==> src/rtl/sequence_generator.sv <==
// sequence_generator
//   Transmit side of the 3-bit symbol pattern link. An accepted start emits
//   the fixed 8-symbol pattern 001,101,110,000,110,110,011,101 under a
//   valid/ready handshake. The pattern is repeated max(repeat_count,1) times,
//   with GAP_CYCLES idle cycles between consecutive repetitions.
//
//   Optional feature macro: SEQGEN_ERR_INJECT_EN
//     Adds input err_inject, sampled with an accepted start. When latched
//     high, the last symbol of the last repetition is sent as 3'b100.
//
// Parameters
//   GAP_CYCLES   idle cycles between repetitions (0..255)
//   IDLE_SYMBOL  value on data while data_valid is low
// Ports
//   clk          clock, rising edge
//   rst_n        synchronous active-low reset
//   start        burst request, sampled only while busy is low
//   repeat_count repetitions, sampled with an accepted start (0 -> 1)
//   err_inject   (SEQGEN_ERR_INJECT_EN only) corrupt the final symbol
//   ready        downstream accepts the current symbol
//   data         current symbol (registered)
//   data_valid   data holds a pattern symbol (registered)
//   busy         burst in progress (SEND or GAP)
//   done         one-cycle pulse after the final symbol is accepted
module sequence_generator #(
   parameter int         GAP_CYCLES  = 0,
   parameter logic [2:0] IDLE_SYMBOL = 3'b111
) (
   input  logic       clk,
   input  logic       rst_n,
   input  logic       start,
   input  logic [7:0] repeat_count,
`ifdef SEQGEN_ERR_INJECT_EN
   input  logic       err_inject,
`endif
   input  logic       ready,
   output logic [2:0] data,
   output logic       data_valid,
   output logic       busy,
   output logic       done
);

   typedef enum logic [1:0] {IDLE, SEND, GAP} state_t;

   localparam logic [7:0] GAP_LAST = 8'(GAP_CYCLES - 1);

   state_t     state;
   logic [2:0] sym_idx;
   logic [7:0] rep_left;
   logic [7:0] gap_cnt;
   logic [2:0] next_sym;

   function automatic logic [2:0] pattern_sym(input logic [2:0] idx);
      case (idx)
         3'd0:    pattern_sym = 3'b001;
         3'd1:    pattern_sym = 3'b101;
         3'd2:    pattern_sym = 3'b110;
         3'd3:    pattern_sym = 3'b000;
         3'd4:    pattern_sym = 3'b110;
         3'd5:    pattern_sym = 3'b110;
         3'd6:    pattern_sym = 3'b011;
         default: pattern_sym = 3'b101;
      endcase
   endfunction

`ifdef SEQGEN_ERR_INJECT_EN
   logic err_lat;

   always_ff @(posedge clk) begin
      if (!rst_n)
         err_lat <= 1'b0;
      else if (state == IDLE && start)
         err_lat <= err_inject;
   end
`endif

   // Symbol to load when the current one is accepted mid-pattern. Because
   // data is registered, the final symbol is chosen one acceptance early,
   // i.e. while sym_idx is 6 on the last repetition.
   always_comb begin
      next_sym = pattern_sym(sym_idx + 3'd1);
`ifdef SEQGEN_ERR_INJECT_EN
      if (err_lat && rep_left == 8'd1 && sym_idx == 3'd6)
         next_sym = 3'b100;
`endif
   end

   always_ff @(posedge clk) begin
      if (!rst_n) begin
         state      <= IDLE;
         sym_idx    <= 3'd0;
         rep_left   <= 8'd0;
         gap_cnt    <= 8'd0;
         data       <= IDLE_SYMBOL;
         data_valid <= 1'b0;
         busy       <= 1'b0;
         done       <= 1'b0;
      end else begin
         done <= 1'b0;
         case (state)
            IDLE: begin
               if (start) begin
                  rep_left   <= (repeat_count == 8'd0) ? 8'd1 : repeat_count;
                  sym_idx    <= 3'd0;
                  state      <= SEND;
                  data       <= pattern_sym(3'd0);
                  data_valid <= 1'b1;
                  busy       <= 1'b1;
               end
            end
            SEND: begin
               // data_valid is always high here, so ready alone is acceptance
               if (ready) begin
                  sym_idx <= sym_idx + 3'd1;
                  if (sym_idx == 3'd7) begin
                     if (rep_left > 8'd1) begin
                        rep_left <= rep_left - 8'd1;
                        if (GAP_CYCLES > 0) begin
                           state      <= GAP;
                           gap_cnt    <= 8'd0;
                           data       <= IDLE_SYMBOL;
                           data_valid <= 1'b0;
                        end else begin
                           data <= pattern_sym(3'd0);
                        end
                     end else begin
                        state      <= IDLE;
                        data       <= IDLE_SYMBOL;
                        data_valid <= 1'b0;
                        busy       <= 1'b0;
                        done       <= 1'b1;
                     end
                  end else begin
                     data <= next_sym;
                  end
               end
            end
            GAP: begin
               gap_cnt <= gap_cnt + 8'd1;
               if (gap_cnt == GAP_LAST) begin
                  state      <= SEND;
                  data       <= pattern_sym(3'd0);
                  data_valid <= 1'b1;
               end
            end
            default: state <= IDLE;
         endcase
      end
   end

endmodule

==> config.mk <==
export PLATFORM = sky130hd
export DESIGN_NAME = sequence_generator
export DESIGN_NICKNAME = d
export VERILOG_FILES = /design/src/rtl/sequence_generator.sv
export SDC_FILE = /design/constraint.sdc
export NUM_CORES = 1
export LEC_CHECK = 0
export CORE_UTILIZATION = 46
export DETAILED_ROUTE_END_ITERATION = 8
export PLACE_DENSITY = 0.75
export SLEW_MARGIN = 5
export SYNTH_ARGS = -nofsm -noshare
export SYNTH_HDL_FRONTEND = slang
export SYNTH_SLANG_ARGS = --single-unit
==> constraint.sdc <==
create_clock -name clk -period 1.7 [get_ports clk]
set_input_delay 0.51 -clock clk [delete_from_list [all_inputs] [get_ports clk]]
set_output_delay 0.51 -clock clk [all_outputs]
set_load 0.1 [all_outputs]
==> summary.md, run 1 <==
| Metric | Value |
|---|---|
| Setup total negative slack | -0.276 ns |
| Vias in the first global route | 1182 |
| GPL Wtd Cong | 0.871 |
| CP Capture Type | flop |
| Initial core utilization | 0.510 |
| Pleak | 0.691 nW |
| Die Span X | 49.8 µm |
| Core Area | 2060 µm² |
| GRT Total Usage | 0.276 |
| Syn avg cell area | 8.55 µm² |
| Synth Cell Area | 1050 µm² |
| Clk_lat worst skew | 0.30 ns |
| ANT cells | 0 |
| Seq pwr share | 0.373 |
| Power share of the clock group | 0.242 |
| Worst-case vdd ir drop | 404 µV |
| DP Worst Slack | -0.371 ns |
| Rows | 16 |
| GR Util met2 | 0.480 |
| Area of the multi-input gates | 781 µm² |
| DR iter-0 viols | 67 |
| Worst-Margin Slew | 0.437 ns |
| Core Util, Final | 0.831 |
| Clock root buffer master | clkbuf_4 |
| # DRC | 0 |
| Final hold violations | 0 |
| Die area | 2480 µm² |
| Violated checks | negative setup slack |
| Wire length per cell | 17.3 µm |
| Synth unique cells | 37 |
| WP data required | 1.93 ns |
| Share of cells above drive strength 1 | 0.474 |
| Synth Warn # | 0 |
| Post-synth ARST share | 0 |
| Antenna viol nets, final | 0 |
| PwrDens | 660 nW/µm² |
| Hold Crit Class | flop to flop |
| Grt peak-use layer | met2 |
| Total power | 0.00113 W |
| Die height | 49.8 µm |
| WS Path Type | flop to flop |
| Nets | 193 |
| First-pass DRT Iterations | 4 |
| # H-tree levels | 1 |
| Largest net degree at the start of global routing | 18 |
| P&R area growth vs syn | 62.9% |
| Top fanout value on the critical path | 4 |
| DR vias/cell | 5.92 |
| Clock sink count | 16 |
| GRT met1 Usage | 0.321 |
| Initial antenna violation count | 0 |
| P_sw | 0.000397 W |
| EDFF count, synth | 0 |
| Final setup vio count | 7 |
| Internal Power | 0.000734 W |
| Final Cycle Share | 1.05 |
| Number of CTS-inserted buffers | 3 |
| Power share of the combinational group | 0.385 |
| Top_reg_cell synth | dfxtp_1 |
| I/O pin total | 18 |
| Synth Register Bits | 16 |
| CTS tree | yes |
| Grt met3 use | 0.0494 |
| Via count | 1183 |
| Max Slew Vio Count | 0 |
| First-pass GRT wire length | 5200 µm |
| Sequential cell area fraction in the yosys report | 0.304 |
| Filler Cell Count | 105 |
| GRT Residual Overflow | 0 |
| # hold bufs at CTS | 0 |
| Dpl hpwl | 2230 µm |
| Setup ws final | -0.0794 ns |
| Clk slew on worst S/H paths | 0.11 ns |
| Clock Path Buffers | 2 |
| Port bufs | 17 |
| Slew HR | 0.707 |
| RSZ-0062 raised after global routing | true |
| Final min period | 1.78 ns |
| Post-Route WL | 3450 µm |
| Worst Skew | 0.00614 ns |
| Max Cap Viol | 0 |
| Seq. cell area | 330 µm² |
| Critical path launch point type | flop |
| Post-Synthesis Cells | 123 |
| Crit path DAT | 2.01 ns |
| Sw Share | 0.351 |
| Mapped Nets | 142 |
| Status | complete, but fails checks |
| FMAX | 562 MHz |
-- critical path: stages (launching register included) --
cell	delay [ns]
dfxtp_2	0.34
or4_4	0.55
o41ai_4	0.32
buf_4	0.20
nand3_1	0.09
a31oi_1	0.20
-- cells in the mapped netlist, types with 4 or more instances --
library cell	instances	area (µm²)
dfxtp_1	16	320
nand2_1	9	33.8
nor2_1	8	30.0
o21ai_0	8	40.0
ha_1	7	87.6
inv_1	6	22.5
nand3_1	6	30.0
a21oi_1	5	25.0
a22oi_1	5	37.5
clkbuf_1	5	18.8
a221o_2	4	45.0
nand2b_1	4	25.0
nor3_1	4	20.0
-- state kept, by name, indices dropped and copies added, names as in the netlist --
name	cells
sym_idx	3
data	3
rep_left	8
done	1
data_valid	1
-- power by group through the flow --
stage / Sequential [W] / Combinational (W) / Clock, W
6_report: 0.000421 / 0.000435 / 0.000274
5_1_grt: 0.000424 / 0.000460 / 0.000287
4_1_cts: 0.000419 / 0.000387 / 0.000267
3_5_place_dp: 0.000426 / 0.000372 / 0
3_3_place_gp: 0.000425 / 0.000363 / 0
2_1_floorplan: 0.000471 / 0.000158 / 0
-- through the flow --
stage | area, µm² | hold WS (ns) | cells
6_report | 1710 | 0.548 | 200
5_1_grt | 1710 | 0.561 | 200
4_1_cts | 1620 | 0.543 | 200
3_5_place_dp | 1520 | 0.517 | 192
3_3_place_gp | 1520 | 0.500 | 192
2_1_floorplan | 1060 | 0.449 | 123
-- per-layer routing --
layer | vias up | share of wire
met5 | - | 0
met4 | 0 | 0.015
met3 | 8 | 0.064
met2 | 61 | 0.50
met1 | 557 | 0.42
li1 | 557 | -
-- layout by cell type, fill, tap and decap left out, drive strengths merged, types with 5 or more instances in the layout --
cell type       n
ha              7
clkdlybuf4s50  10
buf            43
nand2           9
o21ai           8
nor2            8
a22oi           6
inv             6
nand3           6
dfxtp          16
a21oi           5
-- path summary, 6_finish.rpt --
path / slack [ns] / to / depth (start not counted) / startpoint
max: -0.08 / rep_left[3] / 5 / rep_left[4]
min: 0.55 / data[2] / 2 / data[2]
min reg2reg: 0.55 / data[2] / 2 / data[2]
max reg2reg: -0.08 / rep_left[3] / 5 / rep_left[4]
-- area by class of cell --
cell class,count,share of cell area
multi-input combinational,93,0.455
timing repair buffer,54,0.298
sequential,16,0.193
clock buffer,4,0.0212
tap,27,0.0197
inverter,6,0.0131
-- kinds of logic (layout without fill, tap and decap cells) --
family,count (synthesis),count (layout),synth area share
fa+ha+maj,7,7,0.0832
buf+inv,14,64,0.0702
mux,2,2,0.0190
flops,16,16,0.304
compound gates,35,35,0.269
simple gates,49,49,0.254
-- what timing repair did --
| item | 4_1_cts | 5_1_grt |
|---|---|---|
| setup buffers | 4 | 0 |
| gates resized for setup | 16 | 18 |
| cloned | 0 | 0 |
| pin swaps | 9 | 7 |
| setup endpoints to repair | 10 | 16 |
(Power assumes the default switching activity.)
==> run 2: changes to the inputs <==
- CORE_UTILIZATION: 46 -> 50
- PLACE_DENSITY: 0.75 -> 0.77
- clock period: 1.7 -> 2.2 ns (I/O delays scaled with it)
==> run 2 against run 1 <==
Against the previous run: the run now ends clean; clock skew shrank 0.0049 ns; die area down 7.7%; count of clock-buffer cells in the layout did not move; critical path type unchanged; maximum frequency is 11% lower; global-route usage down 3.9 points; largest cell class unchanged.
==> summary.md, run 2 (synthesis gave the netlist of run 1 again) <==
| Metric | Value |
|---|---|
| Final hold violations | 0 |
| GPL Wtd Cong | 0.922 |
| Antenna viol nets, final | 0 |
| PwrDens | 574 nW/µm² |
| # H-tree levels | 1 |
| Clock sink count | 16 |
| First-pass DRT Iterations | 4 |
| WL met2 | 1090 µm |
| DR iter-0 viols | 37 |
| DP Worst Slack | -0.0603 ns |
| Clk slew on worst S/H paths | 0.10 ns |
| CTS tree | yes |
| Pleak | 0.506 nW |
| Worst-Margin Slew | 0.451 ns |
| Final min period | 1.99 ns |
| Max layer used | met4 |
| Max Slew Vio Count | 0 |
| WS Path Type | flop to flop |
| Clock Path Buffers | 2 |
| Met3 WL | 85 µm |
| Initial core utilization | 0.536 |
| Post-CTS sizing | 0 |
| Crit path DAT | 2.22 ns |
| Dpl hpwl | 1770 µm |
| Largest net degree at the start of global routing | 20 |
| I/O pin total | 18 |
| Commonest non-fill, non-tap cells in the layout | dfxtp_1, clkdlybuf4s50_1, buf_4, nand2_1 |
| Post-Route WL | 2350 µm |
| CP Capture Type | flop |
| Initial antenna violation count | 0 |
| Clk_lat worst skew | 0.29 ns |
| Max Cap Viol | 0 |
| Via count | 985 |
| GRT Total Usage | 0.238 |
| Total power | 0.000748 W |
| # DRC | 0 |
| Post-CTS Setup Inserts | 0 |
| Core Area | 1960 µm² |
| DR vias/cell | 5.79 |
| Rows | 16 |
| Critical path launch point type | flop |
| Largest register by flop count | rep_left |
| Worst-case vdd ir drop | 355 µV |
| RSZ-0062 raised after global routing | false |
| Worst Skew | 0.00124 ns |
| Filler Cell Count | 180 |
| Final setup vio count | 0 |
| Nets | 163 |
| WP data required | 2.43 ns |
| Vias in the first global route | 884 |
| Hold Crit Class | flop to flop |
| Top fanout value on the critical path | 6 |
| Setup ws final | 0.207 ns |
| Final Cycle Share | 0.906 |
| FMAX | 502 MHz |
| Die Span X | 47.9 µm |
| Die area | 2290 µm² |
| Max FFs per register | 8 |
| M1 wire length | 1150 µm |
| P&R area growth vs syn | 23.9% |
| Clock root buffer master | clkbuf_4 |
| GRT Residual Overflow | 0 |
| Share of cells above drive strength 1 | 0.203 |
| Top Registers | rep_left x8, data x3, sym_idx x3 |
| Slew HR | 0.697 |
| Port bufs | 17 |
| Die height | 47.9 µm |
| Core Util, Final | 0.665 |
| Number of CTS-inserted buffers | 3 |
| Setup total negative slack | 0 ns |
| First-pass GRT wire length | 3750 µm |
| ANT cells | 0 |
| Most common cell after layout, fill and taps aside | dfxtp_1 |
| # hold bufs at CTS | 0 |
| Status | finished, final reports clean |
| Flop-to-flop setup slack | 0.21 ns |
| Wire length per cell | 13.8 µm |
## run 2: changes by cell type in the layout (fill, tap and decap cells not counted), moves of 3 or more
cell     before  now
buf_12        6    2
buf_4        36   11
dfxtp_1      10   16
dfxtp_2       5    0
ha_1          3    7
ha_4          4    0
o21ai_0       4    8
o21ai_1       3    0
## run 2: final timing paths
check	from	to	cells past startpoint
min	rep_left[6]	rep_left[6]	2
max	sym_idx[0]	rep_left[6]	7
max reg2reg	sym_idx[0]	rep_left[6]	7
min reg2reg	rep_left[6]	rep_left[6]	2
## run 2: where the power goes
group | internal (W) | switching (W) | leakage [nW]
clock | 0.000101 | 0.0000987 | 0.0210
sequential | 0.000307 | 0.0000228 | 0.131
combinational | 0.0000906 | 0.000128 | 0.354
total | 0.000498 | 0.000250 | 0.506
## run 2: per-layer routing
| metal | GRT usage | up-vias |
|---|---|---|
| met3 | 0.0377 | 2 |
| met2 | 0.370 | 19 |
| li1 | - | 500 |
| met4 | 0.117 | 0 |
| met1 | 0.317 | 464 |
| met5 | 0 | - |
## run 2: through the flow
step	hold slack, ns	area, µm²	std cells
floorplan	0.450	1050	123
global placement	0.467	1270	166
detailed placement	0.485	1270	166
CTS	0.500	1300	170
global route	0.527	1300	170
finish	0.497	1300	170
## run 2: critical path, stage by stage (launching register included)
cell	delay [ns]
dfxtp_1	0.43
ha_1	0.24
ha_1	0.21
and3_1	0.28
o41ai_4	0.16
buf_4	0.18
a221o_2	0.37
o21ai_0	0.06
## run 2: final cells by class
type,instances,area [µm²],area share
Sequential cell,16,320,0.246
Multi-Input combinational cell,93,658,0.505
Tap cell,27,33.8,0.0259
Timing Repair Buffer,24,233,0.179
Clock buffer,4,36.3,0.0278
Inverter,6,22.5,0.0173
==> run 3: changes to the inputs <==
- CORE_UTILIZATION: 50 -> 55
- PLACE_DENSITY: 0.77 -> 0.83
==> run 3 against run 2 <==
Against the previous run: flip-flop and latch count did not move; register-to-register slack got worse by 0.08 ns; clock skew grew 0.0085 ns; global-route usage rose by 2.8 points; count of clock-buffer cells in the layout did not move.
==> summary.md, run 3 (synthesis gave the netlist of run 1 again) <==
| Metric | Value |
|---|---|
| CP Capture Type | flop |
| Max Slew Vio Count | 0 |
| P&R area growth vs syn | 25.1% |
| Top fanout value on the critical path | 8 |
| RSZ-0062 raised after global routing | false |
| Hold Crit Class | flop to flop |
| Die area | 2090 µm² |
| Number of CTS-inserted buffers | 3 |
| Worst Hold Slack | 0.488 ns |
| Commonest non-fill, non-tap cells in the layout | dfxtp_1, buf_4, clkdlybuf4s50_1, nand2_1 |
| Post-CTS Setup Inserts | 0 |
| GPL Wtd Cong | 0.900 |
| # hold bufs at CTS | 0 |
| Worst-case vdd ir drop | 378 µV |
| Final Cycle Share | 0.944 |
| Dpl hpwl | 1910 µm |
| Antenna viol nets, final | 0 |
| DP Worst Slack | -0.103 ns |
| Clock Path Buffers | 2 |
| Nets | 165 |
| Final hold violations | 0 |
| Die height | 45.7 µm |
| # DRC | 0 |
| Worst Skew | 0.00976 ns |
| I/O pin total | 18 |
| Reg2reg start | rep_left[3] |
| Max Cap Viol | 0 |
| Clock root buffer master | clkbuf_4 |
| Max FFs per register | 8 |
| DR iter-0 viols | 20 |
| Initial core utilization | 0.596 |
| # H-tree levels | 1 |
| ANT cells | 0 |
| Worst-Margin Slew | 0.441 ns |
| Largest net degree at the start of global routing | 13 |
| Post-Route WL | 2490 µm |
| CTS tree | yes |
| Crit path DAT | 2.28 ns |
| Initial antenna violation count | 0 |
| Via count | 999 |
| Filler Cell Count | 142 |
| Most common cell after layout, fill and taps aside | dfxtp_1 |
| GRT Residual Overflow | 0 |
| DR vias/cell | 5.88 |
| Post-CTS sizing | 0 |
| Top Registers | rep_left x8, data x3, sym_idx x3 |
| Status | finished, final reports clean |
| Final min period | 2.08 ns |
| WS Path Type | flop to flop |
| Setup ws final | 0.123 ns |
| Startpoint of the worst hold path | data[2] |
| Core Area | 1760 µm² |
| Clk_lat worst skew | 0.29 ns |
| WP data required | 2.40 ns |
| Vias in the first global route | 899 |
| Largest register by flop count | rep_left |
| Rows | 15 |
| Wire length per cell | 14.6 µm |
| Clock sink count | 16 |
| Port bufs | 17 |
| First-pass GRT wire length | 3970 µm |
| Pleak | 0.515 nW |
| Slew HR | 0.703 |
| Die Span X | 45.7 µm |
| Setup crit start | rep_left[3] |
| FMAX | 481 MHz |
| Share of cells above drive strength 1 | 0.214 |
| First-pass DRT Iterations | 4 |
| Final setup vio count | 0 |
| Clk slew on worst S/H paths | 0.10 ns |
| PwrDens | 568 nW/µm² |
| GRT Total Usage | 0.266 |
| Total power | 0.000748 W |
| Critical path launch point type | flop |
run 3: cell type report:
class                           count  area (µm²)  share of cell area
Inverter                            6        22.5              0.0171
Clock buffer                        4        36.3              0.0276
Sequential cell                    16         320               0.243
Multi-Input combinational cell     93         658               0.500
Tap cell                           25        31.3              0.0238
Timing Repair Buffer               26         248               0.188
run 3: worst paths after layout:
check	end	slack, ns	cells past startpoint
setup / recovery	rep_left[0]	0.12	5
hold / removal	data[2]	0.49	2
setup reg to reg	rep_left[0]	0.12	5
hold reg to reg	data[2]	0.49	2
run 3: critical path, cell delays in order, from the launching register on:
cell      delay, ns
dfxtp_1        0.39
or4_4          0.54
o41ai_4        0.45
buf_4          0.24
a22oi_2        0.10
a311oi_2       0.27
run 3: power by group:
group / switching, W / internal [W]
Combinational: 0.000130 / 0.0000920
Clock: 0.0000953 / 0.000101
Sequential: 0.0000231 / 0.000307
run 3: layer usage:
layer  vias to the layer above  wire (µm)  GRT usage
met4                         0         26     0.0941
met3                         4        126     0.0714
met5                         -          0          0
met2                        35       1220      0.434
li1                        502          -          -
met1                       458       1120      0.335
run 3: through the flow:
step | instance area (µm²) | setup TNS, ns | instances | util
global placement | 1280 | -0.0545 | 166 | 0.726
global route | 1320 | 0 | 170 | 0.746
detailed placement | 1280 | -0.344 | 166 | 0.726
CTS | 1320 | 0 | 170 | 0.746
finish | 1320 | 0 | 170 | 0.746
floorplan | 1050 | 0 | 123 | -
==> RTL change 1, RTL diff (flow settings as in run 1) <==
The parameter `IDLE_SYMBOL` goes from 3'b111 to 3'b011.
--- a/src/rtl/sequence_generator.sv
+++ b/src/rtl/sequence_generator.sv
@@ -24,7 +24,7 @@
 //   done         one-cycle pulse after the final symbol is accepted
 module sequence_generator #(
    parameter int         GAP_CYCLES  = 0,
-   parameter logic [2:0] IDLE_SYMBOL = 3'b111
+   parameter logic [2:0] IDLE_SYMBOL = 3'b011
 ) (
    input  logic       clk,
    input  logic       rst_n,
Formal check against the unedited RTL: not equivalent (Yosys sat finds a counterexample within 4 cycles, from zero or initial values and one cycle with rst_n low).
==> RTL change 1 against run 1 <==
- sequential cell count unchanged
- clock power down 27%
- worst setup slack better by 150 ps
- die area down 4.7%
- routed wire length down 20%
- total power down 15%
- synthesized area down 4.9%
- largest power group is now registers
- final area down 18%
- critical path type unchanged
==> RTL change 1: results (changes against run 1) <==
Parameter                              Value

Cells and area
  Total non-filler cell area in the finished layout    1410 um2 (-18%)
  Number of sequential cells in the layout    16 (unchanged)
  Core utilization of the finished layout    70.6% (-13 points)
  Count of fill cells added during filler insertion    148 (+41%)
  Buffers, non-clock    35 (-35%)
  Non-clock buffer area fraction after layout    25.8% (-3.9 points)
  Multi-input gate area    637 um2 (-18%)
  Clk_buf instances    3 (-1)
  Seq. cell area    325 um2 (-1.5%)
  Share of post-route cells with drive strength above 1    25.3% (-22 points)
  Multi-In Gates    96 (+3.2%)

Route
  Detailed-route wire length    2750 um (-20%)
  Initial DRC count    53 (-21%)
  Routed vias/inst    5.85 (-1.1%)

Global routing
  Wire length of the first global-routing pass    4400 um (-15%)
  Maximum number of pins on one net before global-route repair    14 (-4)
  Via count of the first global-routing pass    1,028 (-13%)
  Aggregate global-route resource usage    24.1% (-3.5 points)

Yosys
  Gate count of the mapped netlist    126 (+2.4%)
  Synth top area cells    sky130_fd_sc_hd__dfxtp_1, sky130_fd_sc_hd__ha_1, sky130_fd_sc_hd__a21oi_1
  Synthesized Nets    146 (+2.8%)
  Count of distinct cell types in the synthesized netlist    34 (-8.1%)

Power
  Cell internal pwr    0.000625 W (-15%)
  Combinational group power    0.000344 W (-21%)
  Static Leakage    0.566 nW (-18%)

Timing
  Headroom to the max-slew limit    79.9% (+9.2 points)
  Max frequency    615 MHz (+9.4%)
  Clock tree skew after final layout    0.694 ps (-5.45 ps)
  Worst slack on hold paths    500 ps (-47.4 ps)

Placed design
  Placer congestion estimate    0.845 (-3.0%)
  Post-detail-place hpwl    2120 um (-5.2%)
  Cell count after placement    182 (-5.2%)
  Worst setup slack before clock tree synthesis    -244 ps (+128 ps)

Worst hold path
  End point of the most critical hold path    data[2]
  Source of the worst hold timing path    data[2]

Clock tree
  Clock latency reported for the late side of the worst-skew pair    280 ps (-20 ps)

Worst setup path
  Worst-path maximum fanout    6 (+2)
  Source of the worst register-to-register timing path    rep_left[1]
  Delay of the slowest cell on the worst path    340 ps (-210 ps)
  Endpoint of the most critical setup path    rep_left[0]
  Setup slack on the worst flop-to-flop path    70 ps (+150 ps)
  Worst R2R Path Depth    7 (+2)
  Arrival time at the worst endpoint    1840 ps (-170 ps)

Status
  Result of the run    completed
## RTL change 1: changes by cell type after synthesis, moves of 3 or more
cell                       delta
sky130_fd_sc_hd__a21oi_1      +9
sky130_fd_sc_hd__nand2_1      +8
sky130_fd_sc_hd__nor2_1       +6
sky130_fd_sc_hd__o21ai_0      -5
sky130_fd_sc_hd__a221o_2      -4
sky130_fd_sc_hd__nand2b_1     -4
sky130_fd_sc_hd__nand3_1      -4
sky130_fd_sc_hd__a211oi_1     +3
sky130_fd_sc_hd__a22oi_1      -3
sky130_fd_sc_hd__o32ai_1      +3
## RTL change 1: routing by layer
metal / global-route usage, % / up-vias / routed length (um) / share of wire (%)
li1: - / 518 / - / -
met1: 29.9 / 513 / 1240 / 45
met3: 4.09 / 6 / 142 / 5.2
met4: 12.7 / 0 / 48 / 1.7
met2: 39.6 / 45 / 1320 / 48
met5: 0 / - / 0 / 0
## RTL change 1: timing repair
item                       4_1_cts  5_1_grt
setup endpoints to repair        0        9
resized for setup                0        8
buffers inserted                 0        0
==> RTL change 2, RTL diff (config.mk and constraints of run 1) <==
Made on the original files. The 3 states of `state_t` get a one-hot encoding in 3 bits.
--- a/src/rtl/sequence_generator.sv
+++ b/src/rtl/sequence_generator.sv
@@ -40,7 +40,7 @@
    output logic       done
 );
 
-   typedef enum logic [1:0] {IDLE, SEND, GAP} state_t;
+   typedef enum logic [2:0] {IDLE = 3'b001, SEND = 3'b010, GAP = 3'b100} state_t;
 
    localparam logic [7:0] GAP_LAST = 8'(GAP_CYCLES - 1);
 
Formal check against the unedited RTL: no difference found for any inputs over 10 cycles, from zero or initial values and one cycle with rst_n low; not proved beyond that.
==> RTL change 2 against run 1 <==
- the run still ends with negative setup slack left
- final area increased by 2.1%
- total power is 4.8% higher
- sequential power up 13%
- clock skew increased by 1.2 ps
- worst setup slack worse by 32 ps
- highest routed layer unchanged
- sequential cell count up 2
- largest power group is now registers
- routed wire length grew 3.7%
- synthesized cell count increased by 11%
- synthesized area is 9.0% higher
- critical path type unchanged
- largest cell class unchanged
==> RTL change 2: results (changes against run 1) <==
Parameter                              Value

Timing
  Worst Tran Pin Value    357 ps (-79.8 ps)
  Setup total negative slack    -580 ps (-304 ps)
  Number of setup violations in the final report    9 (+2)
  Clock tree skew after final layout    7.37 ps (+1.22 ps)
  Minimum setup slack in the final design    -112 ps (-32.1 ps)
  Worst slack on hold paths    528 ps (-19.7 ps)

Worst setup path
  Arrival time at the worst endpoint    2050 ps (+40 ps)
  Endpoint of the most critical setup path    rep_left[7]
  Source of the worst register-to-register timing path    rep_left[5]
  Worst R2R Path Depth    4 (-1)
  Delay of the slowest cell on the worst path    570 ps (+20 ps)
  Worst-path maximum fanout    3 (-1)

Global routing
  Grt met3 use    8.19% (+3.2 points)
  GR met1 Demand/Resource    37.0% (+4.9 points)
  Aggregate global-route resource usage    30.4% (+2.7 points)
  Global-route track usage on met2    50.4% (+2.5 points)
  Via count of the first global-routing pass    1,277 (+8.0%)

Placed design
  Placed Instance Area    1620 um2 (+6.5%)
  Worst setup slack before clock tree synthesis    -359 ps (+12.5 ps)
  Post-detail-place hpwl    2570 um (+15%)

Route
  Routed vias/inst    6.20 (+4.8%)
  Met2 routed WL    1770 um (+2.3%)
  Wl on met1    1570 um (+8.7%)
  Met3 routed wirelength    199 um (-10%)
  Detailed-route wire length    3580 um (+3.7%)
  Routed len/inst    16.9 um (-2.2%)
  Initial DRC count    41 (-39%)

Yosys
  Gate count of the mapped netlist    137 (+11%)
  Sequential cell area fraction in the yosys report    31.4% (+0.97 points)
  Top cells by count, synth    sky130_fd_sc_hd__dfxtp_1, sky130_fd_sc_hd__a21oi_1, sky130_fd_sc_hd__nor2_1, sky130_fd_sc_hd__ha_1
  Synthesized Nets    157 (+11%)
  Count of distinct cell types in the synthesized netlist    46 (+24%)

Status
  Violations in the final reports    negative setup slack
  Result of the run    complete, but fails checks

Cells and area
  Post-layout net count    205 (+6.2%)
  Share of post-route cells with drive strength above 1    34.8% (-13 points)

Worst hold path
  End point of the most critical hold path    data[1]
  Source of the worst hold timing path    data[1]

Power
  Peak supply drop    0.695 mV (+72%)
  Static Leakage    0.702 nW (+1.5%)
[RTL change 2: cell types whose count changed in the layout (fill, tap and decap cells not counted), moves of 3 or more]
| cell | change |
|---|---|
| sky130_fd_sc_hd__nor3_1 | +3 |
| sky130_fd_sc_hd__a22oi_1 | -4 |
| sky130_fd_sc_hd__nor2_1 | +4 |
| sky130_fd_sc_hd__nand3b_1 | +3 |
| sky130_fd_sc_hd__buf_4 | -4 |
| sky130_fd_sc_hd__ha_4 | -3 |
| sky130_fd_sc_hd__a221o_2 | -4 |
| sky130_fd_sc_hd__dfxtp_1 | +3 |
| sky130_fd_sc_hd__a21oi_1 | +10 |
[RTL change 2: logic make-up (layout without fill, tap and decap cells)]
group | Yosys count | after routing | share of synthesized area, %
adder cells (fa/ha/maj) | 8 | 8 | 8.72
buffers and inverters | 12 | 59 | 4.36
flip-flops | 18 | 18 | 31.4
AND/OR/NAND/NOR | 52 | 52 | 24.9
multiplexers | 1 | 1 | 0.981
AO/OA/AOI/OAI | 46 | 46 | 29.7
[RTL change 2: layout make-up]
cell class,count,area [um2]
multi-input cells,107,812
fillers,152,526
repair buffers,50,482
flip-flops and latches,18,367
clock buffers,4,36.3
well taps,28,35.0
inverters,5,18.8
[RTL change 2: repair_timing]
action	in CTS	in global routing
gates resized for setup	7	13
endpoints found under the setup margin	11	12
buffers inserted	2	0
pin swaps	9	6
[RTL change 2: where the power goes]
part / internal (W) / leakage [nW] / switching, W / total (W)
sequential: 0.000449 / 0.150 / 0.0000273 / 0.000476
combinational: 0.000192 / 0.531 / 0.000235 / 0.000428
clock: 0.000131 / 0.0210 / 0.000150 / 0.000281
total: 0.000772 / 0.702 / 0.000413 / 0.00118
